[config.mk]
export PLATFORM = sky130hd
export DESIGN_NAME = sync_gen_flat
export DESIGN_NICKNAME = d
export VERILOG_FILES = /design/src/rtl/sync_gen_if.sv /design/src/rtl/sync_gen.sv /design/src/flat_wrapper.sv
export SDC_FILE = /design/constraint.sdc
export NUM_CORES = 1
export LEC_CHECK = 0
export CORE_MARGIN = 3
export CORE_UTILIZATION = 55
export CTS_CLUSTER_SIZE = 25
export DETAILED_ROUTE_END_ITERATION = 10
export HOLD_SLACK_MARGIN = 0.15
export PLACE_DENSITY = 0.86
export SYNTH_ARGS = -nofsm -noshare
export SYNTH_HDL_FRONTEND = slang
export SYNTH_SLANG_ARGS = --single-unit
export TNS_END_PERCENT = 10
[constraint.sdc]
create_clock -name clk -period 5.74 [get_ports clk]
set_clock_uncertainty 0.2 [all_clocks]
set_input_delay 1.722 -clock clk [delete_from_list [all_inputs] [get_ports clk]]
set_output_delay 1.722 -clock clk [all_outputs]
set_load 0.005 [all_outputs]
[src/rtl/sync_gen_if.sv]
// Control/status bundle between the line/frame timing generator and its host.
// The master side drives configuration and start/stop; the slave side is sync_gen.
`timescale 1ns/1ps
interface sync_gen_if #(
  parameter int PIX_W = 12,
  parameter int LN_W  = 11
);
  logic             start;
  logic             stop;
  logic             continuous;
  logic [PIX_W-1:0] pix_per_line;
  logic [LN_W-1:0]  lines_per_frame;
  logic [7:0]       hblank;
  logic             f_sync;
  logic             sync;
  logic             endLine;
  logic             endFrame;
  logic             busy;
  logic [PIX_W-1:0] pix_idx;
  logic [LN_W-1:0]  line_idx;

  modport master (
    output start, stop, continuous, pix_per_line, lines_per_frame, hblank,
    input  f_sync, sync, endLine, endFrame, busy, pix_idx, line_idx
  );

  modport slave (
    input  start, stop, continuous, pix_per_line, lines_per_frame, hblank,
    output f_sync, sync, endLine, endFrame, busy, pix_idx, line_idx
  );
endinterface

[src/rtl/sync_gen.sv]
// Line/frame timing generator: sync/f_sync/endLine/endFrame strobes and pixel/line indices.
// Define SYNC_GEN_VBLANK_EN to insert a VBLANK_CYC-cycle vertical blanking state per frame.
//
//   state    | meaning
//   ---------+---------------------------------------------------
//   S_IDLE   | waiting for start, outputs quiet
//   S_SYNC   | one-cycle line-start strobe (f_sync on line 0)
//   S_ACTIVE | P active pixels, pix_idx counting up
//   S_HBLANK | H blanking cycles, endLine (endFrame on last line)
//   S_VBLANK | VBLANK_CYC cycles after the last line (macro only)
`timescale 1ns/1ps
module sync_gen #(
  parameter int PIX_W      = 12,
  parameter int LN_W       = 11,
  parameter int VBLANK_CYC = 64
) (
  input  logic        clk,
  input  logic        rst_n,
  sync_gen_if.slave   bus
);

  localparam int VB_W   = $clog2(VBLANK_CYC + 1);
  localparam int TMR_W0 = (PIX_W > 8) ? PIX_W : 8;
  localparam int TMR_W  = (TMR_W0 > VB_W) ? TMR_W0 : VB_W;

  typedef enum logic [2:0] {
    S_IDLE   = 3'd0,
    S_SYNC   = 3'd1,
    S_ACTIVE = 3'd2,
    S_HBLANK = 3'd3
`ifdef SYNC_GEN_VBLANK_EN
    , S_VBLANK = 3'd4
`endif
  } state_t;

  state_t           r_state;
  state_t           w_state_nxt;
  logic [TMR_W-1:0] r_tmr;
  logic [TMR_W-1:0] w_tmr_nxt;
  logic [PIX_W-1:0] r_p;
  logic [LN_W-1:0]  r_l;
  logic [7:0]       r_h;
  logic             r_cont;
  logic             r_stop_pend;
  logic [LN_W-1:0]  r_line;
  logic [LN_W-1:0]  w_line_nxt;
  logic [PIX_W-1:0] r_pix;
  logic [PIX_W-1:0] w_pix_nxt;
  logic             r_f_sync, r_sync, r_end_line, r_end_frame, r_busy;
  logic             w_f_sync_nxt, w_sync_nxt, w_end_line_nxt, w_end_frame_nxt, w_busy_nxt;
  logic             w_tmr_tc;
  logic             w_last_line;
  logic             w_stop_any;
  logic             w_frame_start;
  logic [PIX_W-1:0] w_p_eff;
  logic [LN_W-1:0]  w_l_eff;
  logic [7:0]       w_h_eff;

  assign w_tmr_tc    = (r_tmr == '0);
  assign w_last_line = (r_line == (r_l - LN_W'(1)));
  assign w_stop_any  = r_stop_pend | bus.stop;
  assign w_p_eff     = (bus.pix_per_line == '0)    ? PIX_W'(1) : bus.pix_per_line;
  assign w_l_eff     = (bus.lines_per_frame == '0) ? LN_W'(1)  : bus.lines_per_frame;
  assign w_h_eff     = (bus.hblank == '0)          ? 8'd1      : bus.hblank;

  always_ff @(posedge clk or negedge rst_n) begin
    if (!rst_n) begin
      r_state <= S_IDLE;
    end else begin
      r_state <= w_state_nxt;
    end
  end

  always_comb begin
    w_state_nxt = r_state;
    w_line_nxt  = r_line;
    case (r_state)
      S_IDLE: begin
        if (bus.start) begin
          w_state_nxt = S_SYNC;
          w_line_nxt  = '0;
        end
      end
      S_SYNC: w_state_nxt = S_ACTIVE;
      S_ACTIVE: begin
        if (w_tmr_tc) w_state_nxt = S_HBLANK;
      end
      S_HBLANK: begin
        if (w_tmr_tc) begin
          if (!w_last_line) begin
            w_state_nxt = S_SYNC;
            w_line_nxt  = r_line + LN_W'(1);
          end else begin
`ifdef SYNC_GEN_VBLANK_EN
            w_state_nxt = S_VBLANK;
`else
            w_state_nxt = (r_cont && !w_stop_any) ? S_SYNC : S_IDLE;
            w_line_nxt  = '0;
`endif
          end
        end
      end
`ifdef SYNC_GEN_VBLANK_EN
      S_VBLANK: begin
        if (w_tmr_tc) begin
          w_state_nxt = (r_cont && !w_stop_any) ? S_SYNC : S_IDLE;
          w_line_nxt  = '0;
        end
      end
`endif
      default: begin
        w_state_nxt = S_IDLE;
        w_line_nxt  = '0;
      end
    endcase
  end

  // Outputs are computed from the next state so the registered strobes line up with it.
  always_comb begin
    w_frame_start   = (w_state_nxt == S_SYNC) && (w_line_nxt == '0);
    w_sync_nxt      = (w_state_nxt == S_SYNC);
    w_f_sync_nxt    = w_frame_start;
    w_busy_nxt      = (w_state_nxt != S_IDLE);
    w_end_line_nxt  = (w_state_nxt == S_HBLANK);
    w_end_frame_nxt = (w_state_nxt == S_HBLANK) && (w_line_nxt == (r_l - LN_W'(1)));
`ifdef SYNC_GEN_VBLANK_EN
    if (w_state_nxt == S_VBLANK) begin
      w_end_line_nxt  = 1'b1;
      w_end_frame_nxt = 1'b1;
    end
`endif
    w_pix_nxt = '0;
    if (w_state_nxt == S_ACTIVE) begin
      w_pix_nxt = (r_state == S_ACTIVE) ? (r_pix + PIX_W'(1)) : '0;
    end
    w_tmr_nxt = r_tmr;
    if (w_state_nxt != r_state) begin
      case (w_state_nxt)
        S_ACTIVE: w_tmr_nxt = TMR_W'(r_p - PIX_W'(1));
        S_HBLANK: w_tmr_nxt = TMR_W'(r_h - 8'd1);
`ifdef SYNC_GEN_VBLANK_EN
        S_VBLANK: w_tmr_nxt = TMR_W'(VBLANK_CYC - 1);
`endif
        default:  w_tmr_nxt = '0;
      endcase
    end else if (!w_tmr_tc) begin
      w_tmr_nxt = r_tmr - TMR_W'(1);
    end
  end

  always_ff @(posedge clk or negedge rst_n) begin
    if (!rst_n) begin
      r_tmr       <= '0;
      r_p         <= PIX_W'(1);
      r_l         <= LN_W'(1);
      r_h         <= 8'd1;
      r_cont      <= 1'b0;
      r_stop_pend <= 1'b0;
      r_line      <= '0;
      r_pix       <= '0;
      r_f_sync    <= 1'b0;
      r_sync      <= 1'b0;
      r_end_line  <= 1'b0;
      r_end_frame <= 1'b0;
      r_busy      <= 1'b0;
    end else begin
      r_tmr       <= w_tmr_nxt;
      r_line      <= w_line_nxt;
      r_pix       <= w_pix_nxt;
      r_f_sync    <= w_f_sync_nxt;
      r_sync      <= w_sync_nxt;
      r_end_line  <= w_end_line_nxt;
      r_end_frame <= w_end_frame_nxt;
      r_busy      <= w_busy_nxt;
      if (w_frame_start) begin
        r_p    <= w_p_eff;
        r_l    <= w_l_eff;
        r_h    <= w_h_eff;
        r_cont <= bus.continuous;
      end
      // start+stop together in IDLE arms the stop so exactly one frame runs
      if (w_state_nxt == S_IDLE) begin
        r_stop_pend <= 1'b0;
      end else if (bus.stop && ((r_state != S_IDLE) || bus.start)) begin
        r_stop_pend <= 1'b1;
      end
    end
  end

  assign bus.f_sync   = r_f_sync;
  assign bus.sync     = r_sync;
  assign bus.endLine  = r_end_line;
  assign bus.endFrame = r_end_frame;
  assign bus.busy     = r_busy;
  assign bus.pix_idx  = r_pix;
  assign bus.line_idx = r_line;

endmodule

[src/flat_wrapper.sv]
// flat-port wrapper written by rule: the top's interface ports become plain ports
module sync_gen_flat 
#(
  parameter int PIX_W      = 12,
  parameter int LN_W       = 11,
  parameter int VBLANK_CYC = 64
)
  (clk, rst_n, bus_start, bus_stop, bus_continuous, bus_pix_per_line, bus_lines_per_frame, bus_hblank, bus_f_sync, bus_sync, bus_endLine, bus_endFrame, bus_busy, bus_pix_idx, bus_line_idx);
  sync_gen_if #(.PIX_W(PIX_W), .LN_W(LN_W)) bus_i ();
  input  logic clk;
  input  logic rst_n;
  input wire logic [$bits(bus_i.start)-1:0] bus_start;
  input wire logic [$bits(bus_i.stop)-1:0] bus_stop;
  input wire logic [$bits(bus_i.continuous)-1:0] bus_continuous;
  input wire logic [$bits(bus_i.pix_per_line)-1:0] bus_pix_per_line;
  input wire logic [$bits(bus_i.lines_per_frame)-1:0] bus_lines_per_frame;
  input wire logic [$bits(bus_i.hblank)-1:0] bus_hblank;
  output wire logic [$bits(bus_i.f_sync)-1:0] bus_f_sync;
  output wire logic [$bits(bus_i.sync)-1:0] bus_sync;
  output wire logic [$bits(bus_i.endLine)-1:0] bus_endLine;
  output wire logic [$bits(bus_i.endFrame)-1:0] bus_endFrame;
  output wire logic [$bits(bus_i.busy)-1:0] bus_busy;
  output wire logic [$bits(bus_i.pix_idx)-1:0] bus_pix_idx;
  output wire logic [$bits(bus_i.line_idx)-1:0] bus_line_idx;
  assign bus_i.start = bus_start;
  assign bus_i.stop = bus_stop;
  assign bus_i.continuous = bus_continuous;
  assign bus_i.pix_per_line = bus_pix_per_line;
  assign bus_i.lines_per_frame = bus_lines_per_frame;
  assign bus_i.hblank = bus_hblank;
  assign bus_f_sync = bus_i.f_sync;
  assign bus_sync = bus_i.sync;
  assign bus_endLine = bus_i.endLine;
  assign bus_endFrame = bus_i.endFrame;
  assign bus_busy = bus_i.busy;
  assign bus_pix_idx = bus_i.pix_idx;
  assign bus_line_idx = bus_i.line_idx;
  sync_gen #(.PIX_W(PIX_W), .LN_W(LN_W), .VBLANK_CYC(VBLANK_CYC)) u_core (.clk(clk), .rst_n(rst_n), .bus(bus_i));
endmodule
==> flow_metrics.py <==
metrics = {
    "run_status": {
        "status": "finished clean",
    },
    "clock_tree": {
        "cts_root_buf": "clkbuf_8",
        "hold_buffers": 0,
        "cts_made_buffers": 9,
        "clk_path_buf_depth": 2,
        "cts.sinks": 76,
        "cts_setup_buffers": 0,
        "h-tree-depth": 3,
        "clk_pin_slew_ps": 90,
        "clock_latency_ps": 360,
        "cts.repair.resized": 0,
        "cts_tree": "built",
    },
    "detailed_routing": {
        "wl_mm": 11.29,
        "drtIter0Drc": 275,
        "first_pass_iters": 5,
        "drc": 0,
        "via_count": 3900,
        "post_drt_wl_per_cell_um": 17.56,
        "ant_nets": 0,
        "viasPerCell": 6.065,
    },
    "critical_path": {
        "endpoint_kind": "flip-flop",
        "crit_path_start_kind": "flip-flop",
        "crit_arrival_ps": 4770,
        "cp_data_required_time_ps": 5770,
        "reg2reg_slack_ps": 1000,
        "worstSetupPathType": "reg -> reg",
        "crit_fanout": 33,
    },
    "die": {
        "coreArea_um2": 7968,
        "die_area_um2": 9571,
        "fp.dieH_um": 97.83,
        "fp-row-count": 32,
        "pin_count": 64,
        "start_util_pct": 58.21,
        "die_w_um": 97.83,
    },
    "global_routing": {
        "grt_max_degree": 77,
        "grt_antenna_before_repair": 0,
        "overflow": 0,
        "grt_pass1_wl_mm": 18.71,
        "grt_pass1_vias": 3765,
        "globalRouteTotalUtil_pct": 24.08,
    },
    "timing": {
        "period_minus_slack_ps": 4741,
        "slew_headroom_pct": 35.95,
        "setup_viol": 0,
        "whs_ps": 333.0,
        "post-route-period-util_pct": 82.60,
        "final-hold-violation-count": 0,
        "fmaxAchievable_mhz": 210.9,
        "grt_setup_unrepaired": "no",
        "setup_tns_ps": 0,
        "drv_slew": 0,
        "worst_pin_slew_ps": 960.8,
        "timing.final.ws_setup_ps": 999.0,
    },
    "synth": {
        "synth_flop_cell": "dfrtp_1",
        "ys_seq_area_share_pct": 41.08,
        "yosysWarnings": 0,
        "ys_types": 61,
        "synthArstFlopShare_pct": 100.0,
        "syn_area_per_cell_um2": 9.603,
        "synth-seq-cells": 76,
        "syn_inst": 483,
        "synth_edf_count": 0,
        "synthesis.area_um2": 4638,
        "synth.net_count": 525,
    },
    "placement": {
        "placed_cells": 627,
        "hpwlAfterDp_mm": 8.274,
        "gp_congestion": 0.9564,
        "port_buffers": 63,
        "place_ws_ps": 896.7,
    },
    "power_and_ir_drop": {
        "ir_drop_mv": 0.2687,
        "total_power_mw": 2.321,
        "p_leak_nw": 2.231,
        "powerDensity_nw_per_um2": 421.2,
    },
    "cells_and_area": {
        "insertedDiodeCount": 0,
        "layout.cells.most_common": "dfrtp_1",
        "num-nets-final": 578,
        "final_cell_mix": "dfrtp_1 (73), clkdlybuf4s50_1 (62), nor2_1 (52), xnor2_1 (39), nand2_1 (32)",
        "stdcell_count": 643,
        "syn2layout_area_growth_pct": 18.78,
        "drive_gt1_share_pct": 6.654,
        "fillers": 608,
    },
    "job": {
        "cap_violations": 0,
    },
    "hold_path": {
        "hold_class": "reg -> reg",
    },
}
sequential cells by signal (all words and copies together), names as in the netlist, 3 cells and up:
signal,flops
u_core.r_h,8
u_core.r_p,12
u_core.bus.pix_idx,12
u_core.r_state,3
u_core.r_l,11
u_core.r_tmr,12
u_core.bus.line_idx,11
cells in the mapped netlist (5+ instances only):
master,number,area (µm²)
dfrtp_1,73,1827
nor2_1,52,195.2
xnor2_1,39,341.6
nand2_1,32,120.1
xor2_1,31,271.5
mux2_1,26,292.8
o21ai_0,22,110.1
nand3_1,18,90.09
clkbuf_1,16,60.06
inv_1,14,52.55
a21oi_1,12,60.06
nor4_1,12,75.07
nor3_1,11,55.05
and3_1,9,56.30
nand4_1,7,43.79
ha_1,6,75.07
o32ai_1,6,52.55
or3_1,6,37.54
and2_1,5,31.28
nand3b_1,5,37.54
worst paths after layout:
| kind | from | end | cells after the start |
|---|---|---|---|
| max | u_core.r_l[0] | u_core.r_l[9] | 13 |
| min | u_core.bus.pix_idx[0] | u_core.bus.pix_idx[0] | 1 |
| max reg2reg | u_core.r_l[0] | u_core.r_l[9] | 13 |
| min reg2reg | u_core.bus.pix_idx[0] | u_core.bus.pix_idx[0] | 1 |
| max in group asynchronous | rst_n | u_core.bus.line_idx[6] | 1 |
| min in group asynchronous | rst_n | u_core.bus.endLine | 1 |
metrics by stage:
| stage | area [µm²] | utilization [%] |
|---|---|---|
| after floorplan | 4638 | - |
| after global placement | 5295 | 66.46 |
| after detailed placement | 5295 | 66.46 |
| after CTS | 5509 | 69.14 |
| after global routing | 5509 | 69.14 |
| final | 5509 | 69.14 |
critical path, stage by stage, from the launching register on:
cell,delay (ps)
dfstp_2,570
inv_1,90
ha_1,310
or4b_1,360
nor2_1,70
a2111oi_0,790
nand3_1,290
o31ai_4,560
inv_2,260
and4_1,230
o2111ai_1,150
nor4_4,80
buf_4,270
mux2_1,380
final cells by class:
type                            instances  area, µm²  share of cell area [%]
Clock buffer                           10      127.6                   2.317
Clock inverter                          6      86.33                   1.567
Inverter                               15      56.30                   1.022
Multi-Input combinational cell        369       2562                   46.51
Sequential cell                        76       1906                   34.59
Tap cell                              102      127.6                   2.317
Timing Repair Buffer                   65      643.1                   11.67
power breakdown:
part | internal, mW | total [mW] | switching (mW)
Clock | 0.245 | 0.450 | 0.205
Combinational | 0.449 | 0.955 | 0.506
Sequential | 0.699 | 0.915 | 0.216
logic make-up (layout without fill, tap and decap cells):
kind of cell	after synthesis	in the layout	synth area share (%)
AND/OR/NAND/NOR	181	181	20.53
other	1	1	0.08085
adder cells (fa/ha/maj)	6	6	1.619
multiplexers	32	32	7.688
AO/OA/AOI/OAI	79	79	12.11
XOR/XNOR	70	70	13.22
buffers and inverters	38	96	3.669
flip-flops	76	76	41.08
routing by layer:
metal / routed length (µm) / vias up / track usage, % / share of wire (%)
met1: 5027 / 1880 / 33.26 / 45
met3: 923 / 26 / 7.286 / 8.2
met5: 0 / - / 0 / 0
li1: - / 1828 / - / -
met2: 5139 / 166 / 36.34 / 46
met4: 200 / 0 / 7.987 / 1.8
Power figures use the tool's default switching activity.
